[src/rtl/nand_chain_arbiter_pkg.sv]
// rtl/nand_chain_arbiter_pkg.sv - shared types and constants for the NAND-chain arbiter
package nand_chain_pkg;

  localparam int N_REQ = 4;
  localparam int OP_W  = 4;
  localparam int IDX_W = 2;

  typedef enum logic [1:0] {
    IDLE = 2'd0,
    EVAL = 2'd1,
    HOLD = 2'd2
  } state_t;

  function automatic logic [IDX_W-1:0] onehot_to_idx(input logic [N_REQ-1:0] oh);
    logic [IDX_W-1:0] idx;
    idx = '0;
    for (int i = 0; i < N_REQ; i++) begin
      if (oh[i]) idx = IDX_W'(i);
    end
    return idx;
  endfunction

endpackage

[src/rtl/nand_chain_arbiter_if.sv]
// rtl/nand_chain_arbiter_if.sv - request/result bus between requesters and the arbiter
interface nand_chain_arbiter_if;
  import nand_chain_pkg::*;

  logic [N_REQ-1:0]      req;
  logic [N_REQ*OP_W-1:0] req_data;
  logic [N_REQ-1:0]      gnt;
  logic                  res_valid;
  logic                  res_data;
  logic [IDX_W-1:0]      res_id;
  logic                  res_ready;
  logic                  busy;
  logic [7:0]            op_count;

  modport master (
    output req, req_data, res_ready,
    input  gnt, res_valid, res_data, res_id, busy, op_count
  );

  modport slave (
    input  req, req_data, res_ready,
    output gnt, res_valid, res_data, res_id, busy, op_count
  );

endinterface

[src/rtl/nand_chain_arbiter_rr_pick4.sv]
// rtl/nand_chain_arbiter_rr_pick4.sv - combinational round-robin picker for four requesters
module rr_pick4
  import nand_chain_pkg::*;
(
  input  logic [3:0]       req,
  input  logic [IDX_W-1:0] ptr,
  output logic [3:0]       pick,
  output logic             any
);

  logic [IDX_W-1:0] idx;

  // Search begins just after the last winner; offset 4 wraps back to ptr itself.
  always_comb begin
    pick = '0;
    any  = 1'b0;
    idx  = '0;
    for (int k = 1; k <= 4; k++) begin
      idx = ptr + IDX_W'(k);
      if (!any && req[idx]) begin
        pick[idx] = 1'b1;
        any       = 1'b1;
      end
    end
  end

endmodule

[src/rtl/nand_chain_arbiter.sv]
// rtl/nand_chain_arbiter.sv - round-robin arbiter evaluating Q = ~(~(A&B&C) & D) per grant
module nand_chain_arbiter #(
  parameter int N_REQ = 4,
  parameter int OP_W  = 4
) (
  input  logic                 clk,
  input  logic                 rst,
  nand_chain_arbiter_if.slave  bus
);
  import nand_chain_pkg::IDX_W;
  import nand_chain_pkg::state_t;
  import nand_chain_pkg::IDLE;
  import nand_chain_pkg::EVAL;
  import nand_chain_pkg::HOLD;
  import nand_chain_pkg::onehot_to_idx;

  state_t           state_q, state_d;
  logic [IDX_W-1:0] ptr_q;
  logic [OP_W-1:0]  ops_q;
  logic [IDX_W-1:0] id_q;
  logic [N_REQ-1:0] pick;
  logic             any;
  logic [IDX_W-1:0] pick_idx;

  rr_pick4 u_pick (
    .req  (bus.req),
    .ptr  (ptr_q),
    .pick (pick),
    .any  (any)
  );

  assign pick_idx = onehot_to_idx(pick);
  assign bus.busy = (state_q != IDLE);

  always_ff @(posedge clk) begin
    if (rst) state_q <= IDLE;
    else     state_q <= state_d;
  end

  always_comb begin
    state_d = state_q;
    case (state_q)
      IDLE:    if (any) state_d = EVAL;
      EVAL:    state_d = HOLD;
      HOLD:    if (bus.res_ready) state_d = IDLE;
      default: state_d = IDLE;
    endcase
  end

  // ptr resets to 3 so requester 0 is the first candidate searched.
  always_ff @(posedge clk) begin
    if (rst) begin
      bus.gnt       <= '0;
      bus.res_valid <= 1'b0;
      bus.res_data  <= 1'b0;
      bus.res_id    <= '0;
      bus.op_count  <= '0;
      ptr_q         <= IDX_W'(3);
      ops_q         <= '0;
      id_q          <= '0;
    end else begin
      bus.gnt <= '0;
      case (state_q)
        IDLE: begin
          if (any) begin
            bus.gnt <= pick;
            ops_q   <= bus.req_data[pick_idx*OP_W +: OP_W];
            id_q    <= pick_idx;
          end
        end
        EVAL: begin
          bus.res_data  <= ~(~(ops_q[3] & ops_q[2] & ops_q[1]) & ops_q[0]);
          bus.res_id    <= id_q;
          bus.res_valid <= 1'b1;
        end
        HOLD: begin
          if (bus.res_ready) begin
            bus.res_valid <= 1'b0;
            ptr_q         <= bus.res_id;
            if (bus.op_count != 8'hFF) bus.op_count <= bus.op_count + 8'd1;
          end
        end
        default: ;
      endcase
    end
  end

endmodule

[src/flat_wrapper.sv]
// flat-port wrapper written by rule: the top's interface ports become plain ports
module nand_chain_arbiter_flat import nand_chain_pkg::IDX_W; import nand_chain_pkg::state_t; import nand_chain_pkg::IDLE; import nand_chain_pkg::EVAL; import nand_chain_pkg::HOLD; import nand_chain_pkg::onehot_to_idx;
#(
  parameter int N_REQ = 4,
  parameter int OP_W  = 4
)
  (clk, rst, bus_req, bus_req_data, bus_res_ready, bus_gnt, bus_res_valid, bus_res_data, bus_res_id, bus_busy, bus_op_count);
  nand_chain_arbiter_if bus_i ();
  input  logic clk;
  input  logic rst;
  input wire logic [$bits(bus_i.req)-1:0] bus_req;
  input wire logic [$bits(bus_i.req_data)-1:0] bus_req_data;
  input wire logic [$bits(bus_i.res_ready)-1:0] bus_res_ready;
  output wire logic [$bits(bus_i.gnt)-1:0] bus_gnt;
  output wire logic [$bits(bus_i.res_valid)-1:0] bus_res_valid;
  output wire logic [$bits(bus_i.res_data)-1:0] bus_res_data;
  output wire logic [$bits(bus_i.res_id)-1:0] bus_res_id;
  output wire logic [$bits(bus_i.busy)-1:0] bus_busy;
  output wire logic [$bits(bus_i.op_count)-1:0] bus_op_count;
  assign bus_i.req = bus_req;
  assign bus_i.req_data = bus_req_data;
  assign bus_i.res_ready = bus_res_ready;
  assign bus_gnt = bus_i.gnt;
  assign bus_res_valid = bus_i.res_valid;
  assign bus_res_data = bus_i.res_data;
  assign bus_res_id = bus_i.res_id;
  assign bus_busy = bus_i.busy;
  assign bus_op_count = bus_i.op_count;
  nand_chain_arbiter #(.N_REQ(N_REQ), .OP_W(OP_W)) u_core (.clk(clk), .rst(rst), .bus(bus_i));
endmodule
[config.mk]
export PLATFORM = sky130hd
export DESIGN_NAME = nand_chain_arbiter_flat
export DESIGN_NICKNAME = d
export VERILOG_FILES = /design/src/rtl/nand_chain_arbiter_pkg.sv /design/src/rtl/nand_chain_arbiter_if.sv /design/src/rtl/nand_chain_arbiter_rr_pick4.sv /design/src/rtl/nand_chain_arbiter.sv /design/src/flat_wrapper.sv
export SDC_FILE = /design/constraint.sdc
export NUM_CORES = 1
export LEC_CHECK = 0
export CORE_ASPECT_RATIO = 1.25
export CORE_MARGIN = 2
export CORE_UTILIZATION = 49
export CTS_CLUSTER_DIAMETER = 200
export DETAILED_ROUTE_END_ITERATION = 6
export PLACE_DENSITY = 0.88
export SLEW_MARGIN = 20
export SYNTH_ARGS = -nofsm -noshare
export SYNTH_HDL_FRONTEND = slang
export SYNTH_SLANG_ARGS = --single-unit
[constraint.sdc]
create_clock -name clk -period 3.7 [get_ports clk]
set_input_delay 0.925 -clock clk [delete_from_list [all_inputs] [get_ports clk]]
set_output_delay 0.925 -clock clk [all_outputs]
set_load 0.005 [all_outputs]
==> results.sh, run 1 <==
export IMPL_run_status="completed"
export IMPL_power_density_nw_per_um2=364.0
export IMPL_numPortBuffers=39
export IMPL_routedWlPerCell_um=13.78
export IMPL_cts_root_buf="clkbuf_8"
export IMPL_fmax_ghz=0.3235
export IMPL_drt_iter0_drc=41
export IMPL_power_internal_w=0.0005543
export IMPL_dp_slack_ns=0.3307
export IMPL_synth_top_area_frac=0.3296
export IMPL_ir_worst_vdd_v=0.0003504
export IMPL_grt_use_met1=0.3048
export IMPL_fin_crit_sh=0.8355
export IMPL_design_portCount=40
export IMPL_nFillCells=267
export IMPL_critPathTopFamily="compound AO/OA/AOI/OAI gates"
export IMPL_cp_slowest_stage_delay_ns=0.59
export IMPL_ys_warn_count=0
export IMPL_cts_resized=0
export IMPL_synth_largest_area_cell="dfxtp_1"
export IMPL_slew_limit_headroom=0.3446
export IMPL_synth_async_reset_ratio=0
export IMPL_setup_tns_ns=0
export IMPL_syn_cell_area_um2=1579
export IMPL_gp_congestion=0.8938
export IMPL_final_layout_size_suffix_gt1_frac=0.06757
export IMPL_cp_buffers_inverters=1
export IMPL_period_minus_slack_ns=3.091
export IMPL_wl_um=3570
export IMPL_clock_skew_ns=0.005237
export IMPL_nets=255
export IMPL_antenna_found_initial=0
export IMPL_rsz0062_at_grt="false"
export IMPL_track_usage=0.2234
export IMPL_cts_hold_buf=0
export IMPL_num_rows=23
export IMPL_synth_nets=214
export IMPL_drv_slew=0
export IMPL_first_pass_iters=4
export IMPL_ys_seq_area_frac=0.3296
export IMPL_r2r_start="u_core.ptr_q[1]"
export IMPL_grt_util_met3=0.02655
export IMPL_htreeDepth=1
export IMPL_setup_viol=0
export IMPL_grt_overflow_total=0
export IMPL_use_met2=0.3542
export IMPL_crit_type="input pin to flop"
export IMPL_start_util=0.5034
export IMPL_power_frac_comb=0.266
export IMPL_holdCritStartpoint="u_core.ops_q[0]"
export IMPL_via_count=1472
export IMPL_cts_buffers=3
export IMPL_cp_data_required_time_ns=3.81
export IMPL_area_delta_synth_final_pct=31.62
export IMPL_clock_sinks=26
export IMPL_postRouteAntennaNets=0
export IMPL_synth_area_top_cells="dfxtp_1 (33%), ha_1 (7.1%), nor2_1 (5.9%)"
export IMPL_start_kind="input pin"
export IMPL_dieArea_um2=3695
export IMPL_slowest_stage="mux4_2"
export IMPL_synthCells=182
export IMPL_drc=0
export IMPL_die_w_um=54.78
export IMPL_tightestPinTransition_ns=0.9800
export IMPL_place_inst=255
export IMPL_yosysMostFrequentCell="dfxtp_1"
export IMPL_p_clk_frac=0.308
export IMPL_drv_cap=0
export IMPL_crit_path_end_kind="flop"
export IMPL_grt_pass1_wl_um=6189
export IMPL_critPathArrivalTime_ns=3.21
export IMPL_seqPwrFrac=0.426
export IMPL_multi_input_area_um2=982.2
export IMPL_synthTopCellsByCount="dfxtp_1 (26), nor2_1 (25), nand2_1 (15)"
export IMPL_via_per_inst=5.683
export IMPL_clk_latency_ns=0.27
export IMPL_total_leakage_power_nw=0.8043
export IMPL_die_y_um=67.47
export IMPL_ys_types=43
export IMPL_busiest_layer="met2"
export IMPL_path_cells="clkdlybuf4s50_1 -> mux4_2 -> a31o_1 -> a221o_1 -> a21o_4 -> a211oi_1 -> o22ai_1"
export IMPL_core_area_um2=3137
export IMPL_worst_hold_path_type="flop to flop"
export IMPL_tritoncts="yes"
export IMPL_grt_max_degree=30
export IMPL_clockBufferDepth=2
export IMPL_hold_viol=0
export IMPL_setup_slack_ns=0.6086
export IMPL_postCtsSetupBuffers=0
export IMPL_finalNonFillerCells=259
export IMPL_synth_edf_count=0
export IMPL_grt_pass1_vias=1343
export IMPL_p_sw_frac=0.2672
export IMPL_path_clk_slew_ns=0.08
export IMPL_cp_startpoint="bus_req[3]"
export IMPL_dpl_cell_area_um2=2007
export IMPL_switching_power_w=0.0002021
export IMPL_seq_area_um2=520.5
export IMPL_cp_max_fo=9
export IMPL_dpl_hpwl_um=2753
export IMPL_ys_ff_latch=26
export IMPL_antenna_diode_count=0
export IMPL_syn_area_per_cell_um2=8.676
export IMPL_synth_flop_cell="dfxtp_1"
export IMPL_fin_area_um2=2078
[placed cells by master, fill, tap and decap left out, types with 2 or more instances in the layout]
cell	instances
nand4_1	3
or3_1	3
mux4_2	3
buf_4	5
nand2_1	15
a211oi_1	8
nand2b_1	4
o211ai_1	4
a21oi_1	5
a311oi_1	3
ha_1	9
o22ai_1	5
clkdlybuf4s50_1	39
clkbuf_8	3
dfxtp_1	26
o21ai_0	5
nand3_1	2
a221oi_1	2
xor2_1	4
nor3b_1	2
and3_1	2
nor3_1	4
mux2i_1	6
a2bb2oi_1	5
inv_1	8
nor2_1	25
nand3b_1	5
[power groups by stage]
stage          clock network, W  registers [W]  logic (W)
2_1_floorplan                 0       0.000326   0.000127
3_3_place_gp                  0       0.000327   0.000196
3_5_place_dp                  0       0.000328   0.000200
4_1_cts                0.000234       0.000322   0.000201
5_1_grt                0.000247       0.000325   0.000223
6_report               0.000233       0.000322   0.000202
[sequential cells by signal, indices dropped and copies added, names as in the netlist]
name,count
u_core.bus.op_count,8
u_core.bus.gnt,4
u_core.ops_q,4
u_core.bus.res_id,2
u_core.id_q,2
u_core.ptr_q,2
u_core.state_q,2
u_core.bus.res_data,1
u_core.bus.res_valid,1
[metrics by stage]
| step | total power (W) | hold WS, ns | util |
|---|---|---|---|
| after floorplan | 0.0004528 | 0.4482 | - |
| after global placement | 0.0005233 | 0.4741 | 0.6398 |
| after detailed placement | 0.0005278 | 0.4813 | 0.6398 |
| after CTS | 0.0007558 | 0.4932 | 0.6625 |
| after global routing | 0.0007947 | 0.5327 | 0.6625 |
| final | 0.0007564 | 0.4926 | 0.6625 |
[per-layer routing]
metal	routed length, µm	share of wire	vias to the layer above
met5	0	0	-
met4	82	0.023	0
li1	-	-	743
met2	1765	0.49	40
met3	103	0.029	9
met1	1619	0.45	680
[kinds of logic (layout without fill, tap and decap cells)]
family          after synthesis  in the layout  share of synthesized area
simple gates                 69             69                     0.2132
compound gates               47             47                     0.2219
flops                        26             26                     0.3296
buf+inv                      16             56                    0.04833
mux                          10             10                    0.08795
fa+ha+maj                     9              9                    0.07132
xor+xnor                      5              5                    0.02773
[area by class of cell]
cell class | instances | share of cell area
clock inverters | 1 | 0.01445
clock buffers | 3 | 0.01987
repair buffers | 44 | 0.2059
flip-flops and latches | 26 | 0.2505
multi-input cells | 140 | 0.4726
well taps | 37 | 0.02228
inverters | 8 | 0.01445
[final timing paths]
| kind | endpoint | slack [ns] | cells after the start |
|---|---|---|---|
| setup / recovery | u_core.ops_q[0] | 0.61 | 7 |
| hold / removal | u_core.bus.res_data | 0.49 | 1 |
| setup reg to reg | u_core.ops_q[0] | 0.82 | 8 |
| hold reg to reg | u_core.bus.res_data | 0.49 | 1 |
Power figures use the tool's default switching activity.
==> run 2: changes to the inputs <==
--- a/config.mk
+++ b/config.mk
@@ -7,10 +7,10 @@
 export LEC_CHECK = 0
 export CORE_ASPECT_RATIO = 1.25
 export CORE_MARGIN = 2
-export CORE_UTILIZATION = 49
+export CORE_UTILIZATION = 44
 export CTS_CLUSTER_DIAMETER = 200
 export DETAILED_ROUTE_END_ITERATION = 6
-export PLACE_DENSITY = 0.88
+export PLACE_DENSITY = 0.84
 export SLEW_MARGIN = 20
 export SYNTH_ARGS = -nofsm -noshare
 export SYNTH_HDL_FRONTEND = slang
==> constraint.sdc (replaced) <==
create_clock -name clk -period 2.8 [get_ports clk]
set_input_delay 0.7 -clock clk [delete_from_list [all_inputs] [get_ports clk]]
set_output_delay 0.7 -clock clk [all_outputs]
set_load 0.005 [all_outputs]
==> run 2 against run 1 <==
- setup slack worse by 0.47 ns
- critical path type unchanged
- worst hold slack hardly changed
- cell count is 7.3% higher
- critical endpoint is now u_core.ops_q[2]
- first-iteration DRC count is 78% higher
- clock skew is 0.0015 ns lower
- utilization is 2.8 points lower
- largest power group unchanged
==> results.sh, run 2 (same netlist as run 1, synthesis figures left out) <==
export IMPL_slew_limit_headroom=0.6654
export IMPL_grt_max_degree=18
export IMPL_worstHoldEndpoint="u_core.bus.res_data"
export IMPL_clock_sinks=26
export IMPL_r2r_end="u_core.ops_q[2]"
export IMPL_path_cells="clkdlybuf4s50_1 -> buf_4 -> mux4_2 -> nand2_1 -> a21oi_1 -> a221oi_1 -> buf_4 -> a2bb2oi_1 -> o22ai_1"
export IMPL_path_depth=9
export IMPL_reg2reg_depth=8
export IMPL_hold_viol=0
export IMPL_cpMostUsedCell="buf_4"
export IMPL_grt_util_met3=0.02011
export IMPL_grt_pass1_vias=1506
export IMPL_clock_skew_ns=0.003715
export IMPL_fin_crit_sh=0.9508
export IMPL_power_density_nw_per_um2=433.2
export IMPL_multi_input_area_um2=982.2
export IMPL_power_internal_w=0.0006873
export IMPL_crit_path_end_kind="flop"
export IMPL_clockBufferDepth=2
export IMPL_slowest_stage="mux4_2"
export IMPL_tightestPinTransition_ns=0.5009
export IMPL_fmax_ghz=0.3756
export IMPL_setup_slack_ns=0.1378
export IMPL_grt_overflow_total=0
export IMPL_grt_pass1_wl_um=6361
export IMPL_wl_um=3612
export IMPL_drc=0
export IMPL_worst_hold_path_type="flop to flop"
export IMPL_routedWlPerCell_um=12.99
export IMPL_largestRegisters="u_core.bus.op_count (8), u_core.bus.gnt (4), u_core.ops_q (4)"
export IMPL_critPathArrivalTime_ns=2.80
export IMPL_postCtsSetupBuffers=0
export IMPL_cts_buffers=3
export IMPL_cp_slowest_stage_delay_ns=0.52
export IMPL_core_area_um2=3453
export IMPL_via_count=1561
export IMPL_cp_max_fo=11
export IMPL_switching_power_w=0.0002623
export IMPL_power_frac_comb=0.306
export IMPL_largest_reg_flops=8
export IMPL_r2r_start="u_core.ptr_q[0]"
export IMPL_dp_slack_ns=-0.1245
export IMPL_drv_cap=0
export IMPL_ir_worst_vdd_v=0.0003729
export IMPL_use_met2=0.3662
export IMPL_p_clk_frac=0.247
export IMPL_setup_viol=0
export IMPL_gp_congestion=0.8958
export IMPL_antenna_diode_count=0
export IMPL_cp_startpoint="bus_req[3]"
export IMPL_cp_buffers_inverters=3
export IMPL_tritoncts="yes"
export IMPL_grt_use_met1=0.2089
export IMPL_dpl_hpwl_um=2997
export IMPL_cts_root_buf="clkbuf_8"
export IMPL_total_leakage_power_nw=0.8791
export IMPL_nFillCells=306
export IMPL_area_delta_synth_final_pct=38.83
export IMPL_p_sw_frac=0.2762
export IMPL_cts_resized=0
export IMPL_nets=272
export IMPL_start_util=0.4572
export IMPL_clk_latency_ns=0.26
export IMPL_first_pass_iters=4
export IMPL_die_w_um=57.58
export IMPL_seq_area_um2=520.5
export IMPL_cp_data_required_time_ns=2.94
export IMPL_layout_commonest_cell="clkdlybuf4s50_1"
export IMPL_postRouteAntennaNets=0
export IMPL_fin_hold_ws_ns=0.4930
export IMPL_via_per_inst=5.615
export IMPL_track_usage=0.1892
export IMPL_busiest_layer="met2"
export IMPL_drt_iter0_drc=73
export IMPL_period_minus_slack_ns=2.662
export IMPL_run_status="completed"
export IMPL_path_clk_slew_ns=0.08
export IMPL_htreeDepth=1
export IMPL_hold_depth=1
export IMPL_drv_slew=0
export IMPL_layout_common_cells="clkdlybuf4s50_1 (39), dfxtp_1 (26), nor2_1 (25)"
export IMPL_design_portCount=40
export IMPL_num_rows=24
export IMPL_final_layout_size_suffix_gt1_frac=0.1339
export IMPL_start_kind="input pin"
export IMPL_r2r_slack_ns=0.38
export IMPL_antenna_found_initial=0
export IMPL_die_y_um=70.98
export IMPL_holdCritStartpoint="u_core.ops_q[0]"
export IMPL_rsz0062_at_grt="false"
export IMPL_crit_type="input pin to flop"
export IMPL_seqPwrFrac=0.447
export IMPL_dieArea_um2=4087
export IMPL_cts_hold_buf=0
export IMPL_regMostFlops="u_core.bus.op_count"
export IMPL_critPathTopFamily="buffers and inverters"
export IMPL_numPortBuffers=39
-- run 2: per-stage QoR --
step	power, W	cell area (µm²)	std cells	TNS (ns)	util
floorplan	0.0005984	1579	182	0	-
global placement	0.0007184	2137	274	-0.3917	0.6188
detailed placement	0.0007248	2137	274	-0.4798	0.6188
CTS	0.0009567	2192	278	0	0.6348
global route	0.001002	2192	278	0	0.6348
finish	0.0009496	2192	278	0	0.6348
-- run 2: per-layer routing --
layer	part of all wire	wire (µm)
met2	0.56	2005
met1	0.39	1406
met5	0	0
met3	0.040	146
met4	0.015	53
-- run 2: worst max-delay path by stage --
| stage | slack [ns] | to |
|---|---|---|
| global route | 0.01 | u_core.ops_q[2] |
| finish | 0.14 | u_core.ops_q[2] |
| detailed placement | -0.12 | u_core.ops_q[2] |
| CTS | 0.15 | u_core.ops_q[2] |
| global placement | -0.11 | u_core.ops_q[2] |
| floorplan | 0.15 | u_core.ops_q[0] |
-- run 2: final cells by class --
cell class | instances | share of cell area
multi-input cells | 140 | 0.4481
repair buffers | 61 | 0.2534
flip-flops and latches | 26 | 0.2374
clock buffers | 4 | 0.02511
well taps | 39 | 0.02226
inverters | 8 | 0.01370
-- run 2: power groups by stage --
stage               combinational, W  clock [W]  sequential (W)
finish                      0.000291   0.000234        0.000424
global route                0.000322   0.000250        0.000429
CTS                         0.000293   0.000240        0.000425
detailed placement          0.000292          0        0.000433
global placement            0.000287          0        0.000432
floorplan                   0.000168          0        0.000431
==> run 3: changes to the inputs <==
--- a/config.mk
+++ b/config.mk
@@ -7,11 +7,12 @@
 export LEC_CHECK = 0
 export CORE_ASPECT_RATIO = 1.25
 export CORE_MARGIN = 2
-export CORE_UTILIZATION = 44
+export CORE_UTILIZATION = 49
 export CTS_CLUSTER_DIAMETER = 200
 export DETAILED_ROUTE_END_ITERATION = 6
-export PLACE_DENSITY = 0.84
+export PLACE_DENSITY = 0.87
 export SLEW_MARGIN = 20
 export SYNTH_ARGS = -nofsm -noshare
 export SYNTH_HDL_FRONTEND = slang
+export SYNTH_HIERARCHICAL = 1
 export SYNTH_SLANG_ARGS = --single-unit
==> constraint.sdc (replaced) <==
create_clock -name clk -period 3 [get_ports clk]
set_input_delay 0.75 -clock clk [delete_from_list [all_inputs] [get_ports clk]]
set_output_delay 0.75 -clock clk [all_outputs]
set_load 0.005 [all_outputs]
==> run 3 against run 2 <==
- setup slack improved by 0.0040 ns
- sequential share of layout area fell by 0.13 points
- area after synthesis increased by 4.0%
- global-route usage increased by 2.4 points
- synthesized cell count shrank 2.2%
==> results.sh, run 3 <==
export IMPL_cp_slowest_stage_delay_ns=0.47
export IMPL_clock_skew_ns=0.003649
export IMPL_grt_pass1_vias=1499
export IMPL_cp_buffers_inverters=1
export IMPL_synth_async_reset_ratio=0
export IMPL_crit_type="input pin to flop"
export IMPL_ys_types=45
export IMPL_area_delta_synth_final_pct=34.30
export IMPL_cts_root_buf="clkbuf_8"
export IMPL_critPathArrivalTime_ns=2.98
export IMPL_clock_sinks=26
export IMPL_final_layout_size_suffix_gt1_frac=0.1447
export IMPL_gp_congestion=0.9511
export IMPL_drv_slew=0
export IMPL_postRouteAntennaNets=0
export IMPL_drc=0
export IMPL_period_minus_slack_ns=2.858
export IMPL_setup_slack_ns=0.1418
export IMPL_largest_reg_flops=8
export IMPL_htreeDepth=1
export IMPL_clk_latency_ns=0.28
export IMPL_clockBufferDepth=2
export IMPL_cp_max_fo=5
export IMPL_drt_iter0_drc=50
export IMPL_cts_buffers=3
export IMPL_synth_top_area_frac=0.3171
export IMPL_nets=261
export IMPL_slew_limit_headroom=0.4827
export IMPL_ys_seq_area_frac=0.3171
export IMPL_grt_pass1_wl_um=6492
export IMPL_power_total_w=0.0009020
export IMPL_dp_slack_ns=-0.1524
export IMPL_drv_cap=0
export IMPL_synthTopCellsByCount="dfxtp_1 (26), nor2_1 (16), nand2_1 (13)"
export IMPL_fin_area_um2=2205
export IMPL_dpl_hpwl_um=2928
export IMPL_tightestPinTransition_ns=0.7725
export IMPL_num_rows=23
export IMPL_fin_crit_sh=0.9527
export IMPL_start_kind="input pin"
export IMPL_critPathTopFamily="compound AO/OA/AOI/OAI gates"
export IMPL_grt_overflow_total=0
export IMPL_regMostFlops="u_core/bus.op_count"
export IMPL_power_density_nw_per_um2=409.2
export IMPL_ir_worst_vdd_v=0.0003671
export IMPL_synth_flop_cell="dfxtp_1"
export IMPL_wl_um=3882
export IMPL_dpl_cell_area_um2=2133
export IMPL_die_y_um=68.71
export IMPL_postCtsSetupBuffers=0
export IMPL_crit_path_end_kind="flop"
export IMPL_synth_nets=210
export IMPL_layout_commonest_cell="clkdlybuf4s50_1"
export IMPL_hold_viol=0
export IMPL_worst_hold_path_type="flop to flop"
export IMPL_fmax_ghz=0.3499
export IMPL_dieArea_um2=3832
export IMPL_die_w_um=55.77
export IMPL_slowest_stage="clkdlybuf4s50_1"
export IMPL_via_count=1540
export IMPL_first_pass_iters=4
export IMPL_synth_edf_count=0
export IMPL_syn_area_per_cell_um2=9.222
export IMPL_core_area_um2=3194
export IMPL_total_leakage_power_nw=0.8943
export IMPL_synth_largest_area_cell="dfxtp_1"
export IMPL_synthCells=178
export IMPL_ys_ff_latch=26
export IMPL_cts_resized=0
export IMPL_numPortBuffers=39
export IMPL_synth_area_top_cells="dfxtp_1 (32%), ha_1 (6.9%), mux2i_1 (6.7%)"
export IMPL_rsz0062_at_grt="false"
export IMPL_cts_hold_buf=0
export IMPL_via_per_inst=5.811
export IMPL_largestRegisters="u_core/bus.op_count (8), u_core/bus.gnt (4), u_core/ops_q (4)"
export IMPL_tritoncts="yes"
export IMPL_antenna_found_initial=0
export IMPL_setup_viol=0
export IMPL_path_clk_slew_ns=0.09
export IMPL_start_util=0.5139
export IMPL_run_status="completed"
export IMPL_cp_data_required_time_ns=3.12
export IMPL_design_portCount=40
export IMPL_track_usage=0.2130
export IMPL_layout_common_cells="clkdlybuf4s50_1 (39), dfxtp_1 (26), nor2_1 (16)"
export IMPL_path_cells="clkdlybuf4s50_1 -> or3b_1 -> a2111o_1 -> nand3_2 -> a221o_1 -> mux2_2 -> o211ai_1 -> a311oi_1"
export IMPL_antenna_diode_count=0
export IMPL_yosysMostFrequentCell="dfxtp_1"
export IMPL_ys_warn_count=6
export IMPL_syn_cell_area_um2=1642
export IMPL_routedWlPerCell_um=14.65
export IMPL_grt_max_degree=16
-- run 3: cell type report --
class,instances,area (µm²)
multi-input combinational,135,1033
fill,257,989.7
sequential,26,520.5
timing repair buffer,53,495.5
tap,37,46.29
clock buffer,3,41.29
inverter,10,37.54
clock inverter,1,30.03
-- run 3: logic make-up (layout without fill, tap and decap cells) --
family / Yosys count / after routing / synth area share
AOI/OAI and AO/OA: 31 / 31 / 0.1555
adders and majority gates: 9 / 9 / 0.06860
buffers and inverters: 17 / 67 / 0.05335
DFF: 26 / 26 / 0.3171
muxes: 21 / 21 / 0.1471
and+or+nand+nor: 74 / 74 / 0.2584
-- run 3: final timing paths --
check,start,to,slack (ns),depth (start not counted)
setup / recovery,bus_req[1],u_core/ops_q[1],0.14,8
hold reg to reg,u_core/ops_q[0],u_core/bus.res_data,0.48,1
hold / removal,u_core/ops_q[0],u_core/bus.res_data,0.48,1
setup reg to reg,u_core/ptr_q[1],u_core/ops_q[1],0.34,9
-- run 3: where the power goes --
part,switching (W),internal [W]
Combinational,0.0000981,0.000123
Sequential,0.0000171,0.000371
Clock,0.000114,0.000179
Total,0.000229,0.000673
-- run 3: layer usage --
metal  GRT usage  vias up  part of all wire
li1            -      749                 -
met1      0.2358      736              0.42
met2      0.4048       46              0.52
met3     0.02425        9             0.039
met4      0.1128        0             0.024
met5           0        -                 0
-- run 3: metrics by stage --
step             util  std cells  hold WS [ns]  setup TNS [ns]
3_5_place_dp   0.6678        261        0.4678         -0.6127
3_3_place_gp   0.6678        261        0.4587         -0.4598
4_1_cts        0.6902        265        0.4819               0
5_1_grt        0.6902        265        0.5243               0
2_1_floorplan       -        178        0.4247               0
6_report       0.6902        265        0.4817               0
-- run 3: worst register-to-register path, delay by kind of cell, from the launching register on --
kind / cells / cell delay (ns)
AO/OA/AOI/OAI: 5 / 1.00
multiplexers: 2 / 0.64
adder cells (fa/ha/maj): 1 / 0.42
flip-flops: 1 / 0.34
buffers and inverters: 1 / 0.10
